===== config.mk =====
export PLATFORM = sky130hd
export DESIGN_NAME = rot_pos_tracker
export DESIGN_NICKNAME = d
export VERILOG_FILES = /design/src/rtl/rot_pos_tracker.sv
export SDC_FILE = /design/constraint.sdc
export NUM_CORES = 1
export LEC_CHECK = 0
export CAP_MARGIN = 25
export CORE_ASPECT_RATIO = 0.8
export CORE_MARGIN = 5
export CORE_UTILIZATION = 53
export DETAILED_ROUTE_END_ITERATION = 7
export HOLD_SLACK_MARGIN = 0.1
export PLACE_DENSITY = 0.79
export SETUP_SLACK_MARGIN = 0.2
export SLEW_MARGIN = 0
export SYNTH_ARGS = -nofsm -noshare
export SYNTH_HDL_FRONTEND = slang
export SYNTH_SLANG_ARGS = --single-unit

===== constraint.sdc =====
create_clock -name clk -period 4.99 [get_ports clk]
set_input_delay 0.7485 -clock clk [delete_from_list [all_inputs] [get_ports clk]]
set_output_delay 0.7485 -clock clk [all_outputs]
set_load 0.03 [all_outputs]

===== src/rtl/rot_pos_tracker.sv =====
`default_nettype none
// ============================================================================
// Module  : rot_pos_tracker
// Purpose : Synchronises, decodes and debounces a rotary position code and
//           reports steps, skips, a signed step count and a compass LED.
// Rev     : 1.0  initial release
// ============================================================================
module rot_pos_tracker #(
    parameter int POS_W       = 3,
    parameter int CNT_W       = 8,
    parameter int DEBOUNCE    = 4,
    parameter int SYNC_STAGES = 2
) (
    input  logic             clk,
    input  logic             reset_n,
    input  logic             prog_select,
    input  logic [POS_W-1:0] bin_rot,
    input  logic [POS_W-1:0] gray_rot,
    input  logic             clr_count,
    output logic [POS_W-1:0] position,
    output logic             valid,
    output logic [3:0]       led,
    output logic             step_cw,
    output logic             step_ccw,
    output logic             skip_err,
    output logic [CNT_W-1:0] step_count
);

    localparam int             DB_W    = $clog2(DEBOUNCE + 1);
    localparam logic [DB_W-1:0] DB_FULL = DB_W'(DEBOUNCE);
    localparam logic [DB_W-1:0] DB_LAST = DB_W'(DEBOUNCE - 1);
    localparam logic [CNT_W-1:0] CNT_MAX = {1'b0, {(CNT_W-1){1'b1}}};
    localparam logic [CNT_W-1:0] CNT_MIN = {1'b1, {(CNT_W-1){1'b0}}};

    logic                   sel_q;
    logic [POS_W-1:0]       sync_q [SYNC_STAGES];
    logic [SYNC_STAGES-1:0] fill_q;
    logic [POS_W-1:0]       cand_q, cand_d;
    logic [DB_W-1:0]        stab_q, stab_d;
    logic [POS_W-1:0]       pos_q, pos_d;
    logic                   valid_q, valid_d;
    logic [3:0]             led_q, led_d;
    logic                   cw_q, cw_d, ccw_q, ccw_d, skip_q, skip_d;
    logic [CNT_W-1:0]       cnt_q, cnt_d;

    logic                   w_restart;
    logic [POS_W-1:0]       w_src, w_code, w_gray_bin, w_dec, w_delta;
    logic                   w_accept;

    assign w_restart = (prog_select != sel_q);
    assign w_src     = prog_select ? bin_rot : gray_rot;
    assign w_code    = sync_q[SYNC_STAGES-1];

    // Each binary bit is the XOR of all Gray bits at and above it.
    for (genvar gi = 0; gi < POS_W; gi++) begin : g_gray2bin
        assign w_gray_bin[gi] = ^(w_code >> gi);
    end

    assign w_dec = sel_q ? w_code : w_gray_bin;

    always_ff @(posedge clk) begin
        if (!reset_n) begin
            sel_q <= prog_select;
        end else if (w_restart) begin
            sel_q <= prog_select;
        end
    end

    always_ff @(posedge clk) begin
        if (!reset_n || w_restart) begin
            for (int i = 0; i < SYNC_STAGES; i++) begin
                sync_q[i] <= '0;
            end
            fill_q <= '0;
            cand_q <= '0;
            stab_q <= '0;
        end else begin
            sync_q[0] <= w_src;
            for (int i = 1; i < SYNC_STAGES; i++) begin
                sync_q[i] <= sync_q[i-1];
            end
            fill_q <= {fill_q[SYNC_STAGES-2:0], 1'b1};
            cand_q <= cand_d;
            stab_q <= stab_d;
        end
    end

    // Debounce only counts codes that made it through a freshly filled synchroniser.
    always_comb begin
        cand_d   = cand_q;
        stab_d   = stab_q;
        w_accept = 1'b0;
        if (fill_q[SYNC_STAGES-1]) begin
            if ((stab_q != '0) && (w_dec == cand_q)) begin
                if (stab_q != DB_FULL) begin
                    stab_d   = stab_q + 1'b1;
                    w_accept = (stab_q == DB_LAST);
                end
            end else begin
                cand_d   = w_dec;
                stab_d   = DB_W'(1);
                w_accept = (DEBOUNCE == 1);
            end
        end
    end

    assign w_delta = w_dec - pos_q;

    always_comb begin
        pos_d   = pos_q;
        valid_d = valid_q;
        cw_d    = 1'b0;
        ccw_d   = 1'b0;
        skip_d  = 1'b0;
        if (w_restart) begin
            valid_d = 1'b0;
        end else if (w_accept) begin
            pos_d   = w_dec;
            valid_d = 1'b1;
            if (valid_q) begin
                if (w_delta == POS_W'(1)) begin
                    cw_d = 1'b1;
                end else if (w_delta == '1) begin
                    ccw_d = 1'b1;
                end else if (w_delta != '0) begin
                    skip_d = 1'b1;
                end
            end
        end
    end

    always_comb begin
        cnt_d = cnt_q;
        if (clr_count) begin
            cnt_d = '0;
        end else if (cw_d && (cnt_q != CNT_MAX)) begin
            cnt_d = cnt_q + 1'b1;
        end else if (ccw_d && (cnt_q != CNT_MIN)) begin
            cnt_d = cnt_q - 1'b1;
        end
    end

    always_comb begin
        led_d = 4'b0000;
        if (valid_d) begin
            case (pos_d[POS_W-1 -: 3])
                3'd0:    led_d = 4'b0001;
                3'd1:    led_d = 4'b0011;
                3'd2:    led_d = 4'b0010;
                3'd3:    led_d = 4'b0110;
                3'd4:    led_d = 4'b0100;
                3'd5:    led_d = 4'b1100;
                3'd6:    led_d = 4'b1000;
                default: led_d = 4'b1001;
            endcase
        end
    end

    always_ff @(posedge clk) begin
        if (!reset_n) begin
            pos_q   <= '0;
            valid_q <= 1'b0;
            led_q   <= 4'b0000;
            cw_q    <= 1'b0;
            ccw_q   <= 1'b0;
            skip_q  <= 1'b0;
            cnt_q   <= '0;
        end else begin
            pos_q   <= pos_d;
            valid_q <= valid_d;
            led_q   <= led_d;
            cw_q    <= cw_d;
            ccw_q   <= ccw_d;
            skip_q  <= skip_d;
            cnt_q   <= cnt_d;
        end
    end

    assign position   = pos_q;
    assign valid      = valid_q;
    assign led        = led_q;
    assign step_cw    = cw_q;
    assign step_ccw   = ccw_q;
    assign skip_err   = skip_q;
    assign step_count = cnt_q;

endmodule
`default_nettype wire


==> results of run 1 <==
[layer usage]
metal  part of all wire (%)  track usage (%)
met1                     51             22.8
met2                     44             24.3
met3                    4.8             4.47
met4                   0.66             3.33
met5                      0                0
[power by group through the flow]
stage | Combinational [mW] | Sequential, mW | Clock, mW
after global routing | 0.0437 | 0.282 | 0.214
after floorplan | 0.0258 | 0.286 | 0
final | 0.0394 | 0.282 | 0.198
after global placement | 0.0387 | 0.288 | 0
after CTS | 0.0395 | 0.282 | 0.203
after detailed placement | 0.0393 | 0.288 | 0
[sequential cells by signal (all words and copies together) (netlist names)]
register	flops
step_count	8
step_cw	1
cand_q	3
led	4
skip_err	1
sync_q	6
sel_q	1
step_ccw	1
stab_q	3
position	3
fill_q	2
valid	1
[metrics by stage]
stage	std cells	utilization, %
after CTS	270	66.5
final	270	66.6
after floorplan	195	-
after detailed placement	262	63.9
after global routing	270	66.6
after global placement	262	63.9
[final cells by class]
class | count | area share [%]
well taps | 42 | 2.32
clock inverters | 3 | 0.940
flip-flops and latches | 34 | 30.6
multi-input cells | 143 | 47.8
inverters | 12 | 1.99
clock buffers | 5 | 3.04
repair buffers | 31 | 13.4
[cell families after synthesis]
group | after synthesis
xor gates and xnor gates | 13
buffers and inverters | 18
DFF | 34
muxes | 16
and+or+nand+nor | 75
AOI/OAI and AO/OA | 27
adders and majority gates | 12
[timing repair]
action                                 4_1_cts  5_1_grt
setup buffers                                0        0
endpoints found under the hold margin        0        0
setup endpoints to repair                    0        1
gates resized for setup                      0        1
[Yosys cell counts, types with 2 or more instances]
master,n,area (µm²)
nor2b_1,3,18.8
clkbuf_1,3,11.3
nand3_1,6,30.0
a2111oi_0,2,17.5
nand4_1,2,12.5
xnor2_1,7,61.3
or2_1,2,12.5
and3_1,5,31.3
inv_1,12,45.0
nor3_1,8,40.0
nor4_1,5,31.3
fa_1,2,40.0
nor3b_1,2,15.0
a211oi_1,2,15.0
nor2_1,20,75.1
nand4b_1,2,17.5
nand3b_1,2,15.0
ha_1,10,125
dfxtp_1,33,661
o21ai_0,5,25.0
mux2_2,2,22.5
o31ai_1,2,15.0
mux2i_1,14,140
nand2b_1,5,31.3
a21oi_1,7,35.0
nand2_1,9,33.8
xor2_1,3,26.3
[worst max-delay path, cell delays in order, from the launching register on]
cell,delay (ps)
dfxtp_2,430
xnor2_1,90
nor2_1,170
xor2_1,250
inv_1,120
ha_1,200
inv_1,70
fa_1,430
or2_1,280
or3_4,360
or2_1,360
ha_1,320
a21oi_1,210
o211ai_1,160
o41ai_1,340
mux2i_1,300
nand4_1,130
a21oi_1,160
[final timing paths]
path	start	end	slack [ps]	cells past startpoint
max	sync_q[0][5]	step_count[7]	540	17
min reg2reg	sync_q[0][1]	sync_q[0][4]	460	1
max reg2reg	sync_q[0][5]	step_count[7]	540	17
min	sync_q[0][1]	sync_q[0][4]	460	1
==> impl_metrics.ini, run 1 <==
[outcome]
outcome = complete, no violations

[synth]
synth-simple-area-share_pct = 21.8
synth-seq-cells = 34
syn_nets = 217
synth_compound_area_share_pct = 10.9
synth_top_family_by_area = simple AND/OR/NAND/NOR gates
synth_edf_count = 1
synthAdderAreaFrac_pct = 8.96
synth_area_um2 = 1840
yosysWarnings = 0
ys_seq_area_share_pct = 37.4
synth-xor-area-share_pct = 8.14
ys.flop_type = dfxtp_1
netlist_instances = 195
async_flop_share_pct = 0
postSynthAreaPerCell_um2 = 9.46
post_synth_mux_area_share_pct = 8.82
synth_cell_types = 47

[place]
place_ws_ps = 481
portBuffers = 28
gp_congestion = 0.872
place_hpwl_um = 2890
place_area_um2 = 2170

[detailed_routing]
ant_nets = 0
routed_wl_um = 3790
vias_per_cell = 5.53
first_pass_iters = 4
first_iter_violations = 122
vias = 1492
post_drt_wl_per_cell_um = 14.0
drc = 0

[sta]
setup_tns_ps = 0
slew_violations = 0
tightest_slew_ps = 769
clock_skew_ps = 8.31
max_freq_mhz = 225
final-setup-viol-count = 0
setup_slack_ps = 536
finalHoldViolCount = 0
rsz0062_at_grt = no
fin_hold_ws_ps = 464
post-route-min-period_ps = 4450
max_slew_margin_pct = 48.7
final.period_utilization_pct = 89.2

[global_route]
grt_max_degree = 15
grt_usage_pct = 16.1
antenna_found_initial = 0
grt_overflow = 0
grt_pass1_wl_um = 6360
grt_pass1_vias = 1361

[floorplanning]
initial_core_util_pct = 54.3
die_area_um2 = 4770
num_io_pins = 29
core_area_um2 = 3400
placementRows = 19
die_w_um = 76.0
die_y_um = 62.8

[final_layout]
mostFrequentLayoutCells = dfxtp_1, clkdlybuf4s50_1, nor2_1
fin_area_um2 = 2260
area_growth_pct = 22.7
final_common_cell = dfxtp_1
finalNetCount = 249
diodes = 0
drive_above_1_share_pct = 8.33
multi_input_area_um2 = 1080
seq_area_um2 = 692
fillers = 294

[run]
cap_viol_max_count = 0

[power]
comb_power_share_pct = 7.6
total_power_uw = 519
p_seq_share_pct = 54.2
swShare_pct = 24.1
clock_power_share_pct = 38.2
p_per_area_nw_per_um2 = 229
intPower_uw = 394
leakagePower_nw = 0.872
peakVddDrop_v = 0.000210
p_sw_uw = 125

[setup_path]
required_ps = 5200
arrival_ps = 4660
crit_fanout = 9
cp-start-kind = flip-flop
critPathKind = reg -> reg
crit_path_end_kind = flip-flop

[clock_tree]
htreeDepth = 2
root_buffer = clkbuf_8
hold_buffers = 0
numCtsBuffers = 5
cts_tree = done
clk_pin_slew_ps = 70
clock_sinks = 34
clock_path_buffers = 2
clk_latency_ps = 280

[worst_hold_path]
hp-class = reg -> reg
No activity file was read; power rests on OpenSTA's default activity.
==> run 2, diff against run 1 <==
--- a/config.mk
+++ b/config.mk
@@ -7,7 +7,6 @@
 export LEC_CHECK = 0
 export CAP_MARGIN = 25
 export CORE_ASPECT_RATIO = 0.8
-export CORE_MARGIN = 5
 export CORE_UTILIZATION = 53
 export DETAILED_ROUTE_END_ITERATION = 7
 export HOLD_SLACK_MARGIN = 0.1
==> run 2 against run 1 <==
Effect of this change: sequential share of layout area increased by 0.22 points; non-clock buffer count shrank 2; die area shrank 22%; sequential power barely moved; critical path type unchanged; largest cell class unchanged; largest power group unchanged.
==> impl_metrics.ini, run 2 (synthesis results as in run 1) <==
[outcome]
outcome = complete, no violations

[power]
swShare_pct = 22.7
p_sw_uw = 119
peakVddDrop_v = 0.000154
leakagePower_nw = 0.866
comb_power_share_pct = 7.0
intPower_uw = 406
p_per_area_nw_per_um2 = 234
p_seq_share_pct = 53.7
clock_power_share_pct = 39.2

[detailed_routing]
vias_per_cell = 5.82
first_iter_violations = 105
first_pass_iters = 4
drc = 0
post_drt_wl_per_cell_um = 14.3
ant_nets = 0
vias = 1547
routed_wl_um = 3800

[clock_tree]
clk_latency_ps = 280
cts_tree = done
postCtsSetupRepairBufs = 0
cts_resized = 0
numCtsBuffers = 5
clk_pin_slew_ps = 70
hold_buffers = 0
htreeDepth = 2
root_buffer = clkbuf_8
clock_sinks = 34
clock_path_buffers = 2

[setup_path]
cp_num_buf_inv = 2
critical_path.cell_chain = nor2_1 > xor2_1 > inv_1 > ha_1 > inv_1 > fa_1 > or2_1 > or3_4 > or2_1 > ha_1 > a21oi_1 > o211ai_1 > o41ai_1 > mux2i_1 > a31o_2 > a21oi_1
cp_slowest_cell = edfxtp_1
max_stage_delay_ps = 460
arrival_ps = 4510
cp_top_family = simple AND/OR/NAND/NOR gates
required_ps = 5150
crit_fanout = 7
cp-start-kind = flip-flop
crit_path_end_kind = flip-flop
critPathKind = reg -> reg

[sta]
final.period_utilization_pct = 87.1
max_freq_mhz = 230
final-setup-viol-count = 0
slew_violations = 0
finalHoldViolCount = 0
tightest_slew_ps = 753
post-route-min-period_ps = 4350
fin_hold_ws_ps = 457
setup_tns_ps = 0
rsz0062_at_grt = no
max_slew_margin_pct = 49.8
clock_skew_ps = 8.34

[global_route]
grt_overflow = 0
grt_pass1_vias = 1393
antenna_found_initial = 0
grt_max_degree = 15
grt_pass1_wl_um = 6110
grt_usage_pct = 23.1

[place]
place_hpwl_um = 2880
portBuffers = 28
gp_congestion = 0.821

[run]
cap_viol_max_count = 0

[worst_hold_path]
hp-class = reg -> reg

[floorplanning]
placementRows = 18
die_w_um = 68.0
core_area_um2 = 3200
die_y_um = 54.8
die_area_um2 = 3720
num_io_pins = 29
initial_core_util_pct = 57.7

[final_layout]
finalNetCount = 247
mostFrequentLayoutCells = dfxtp_1, clkdlybuf4s50_1, nor2_1
largest_register_ffs = 8
final_common_cell = dfxtp_1
drive_above_1_share_pct = 7.08
diodes = 0
fillers = 235
area_growth_pct = 21.8
[run 2: cell types whose count changed in the layout (fill, tap and decap cells not counted), sizes merged]
cell	previous run	this run
clkinvlp	1	0
buf	3	1
clkinv	2	1
clkbuf	5	7
[run 2: final timing paths]
path	startpoint	to	slack (ps)	cells past startpoint
min reg2reg	sync_q[0][0]	sync_q[0][3]	460	1
max reg2reg	sel_q	step_count[7]	640	16
max	sel_q	step_count[7]	640	16
min	sync_q[0][0]	sync_q[0][3]	460	1
[run 2: cell type report]
type	instances	area, µm²	share of cell area [%]
clock buffers	7	86.3	3.84
clock inverters	1	5.00	0.223
inverters	12	45.0	2.00
multi-input cells	143	1080	48.1
flip-flops and latches	34	692	30.8
well taps	40	50.0	2.23
repair buffers	29	288	12.8
[run 2: power by group through the flow]
stage | Clock, mW | Combinational (mW) | Sequential, mW
CTS | 0.211 | 0.0372 | 0.282
global placement | 0 | 0.0357 | 0.288
floorplan | 0 | 0.0258 | 0.286
finish | 0.206 | 0.0370 | 0.282
global route | 0.223 | 0.0406 | 0.283
detailed placement | 0 | 0.0372 | 0.288
[run 2: metal layers]
metal / routed length (µm) / GRT usage (%)
met1: 1760 / 29.3
met4: 53 / 12.2
met5: 0 / 0
met2: 1710 / 36.4
met3: 276 / 5.63
[run 2: stage by stage]
| step | utilization [%] | area (µm²) | setup WS [ps] | std cells | total power, mW |
|---|---|---|---|---|---|
| 2_1_floorplan | - | 1840 | 940 | 195 | 0.312 |
| 3_3_place_gp | 67.4 | 2150 | 749 | 258 | 0.323 |
| 3_5_place_dp | 67.4 | 2150 | 542 | 258 | 0.325 |
| 4_1_cts | 70.2 | 2250 | 538 | 266 | 0.530 |
| 5_1_grt | 70.3 | 2250 | 326 | 266 | 0.547 |
| 6_report | 70.3 | 2250 | 643 | 266 | 0.525 |
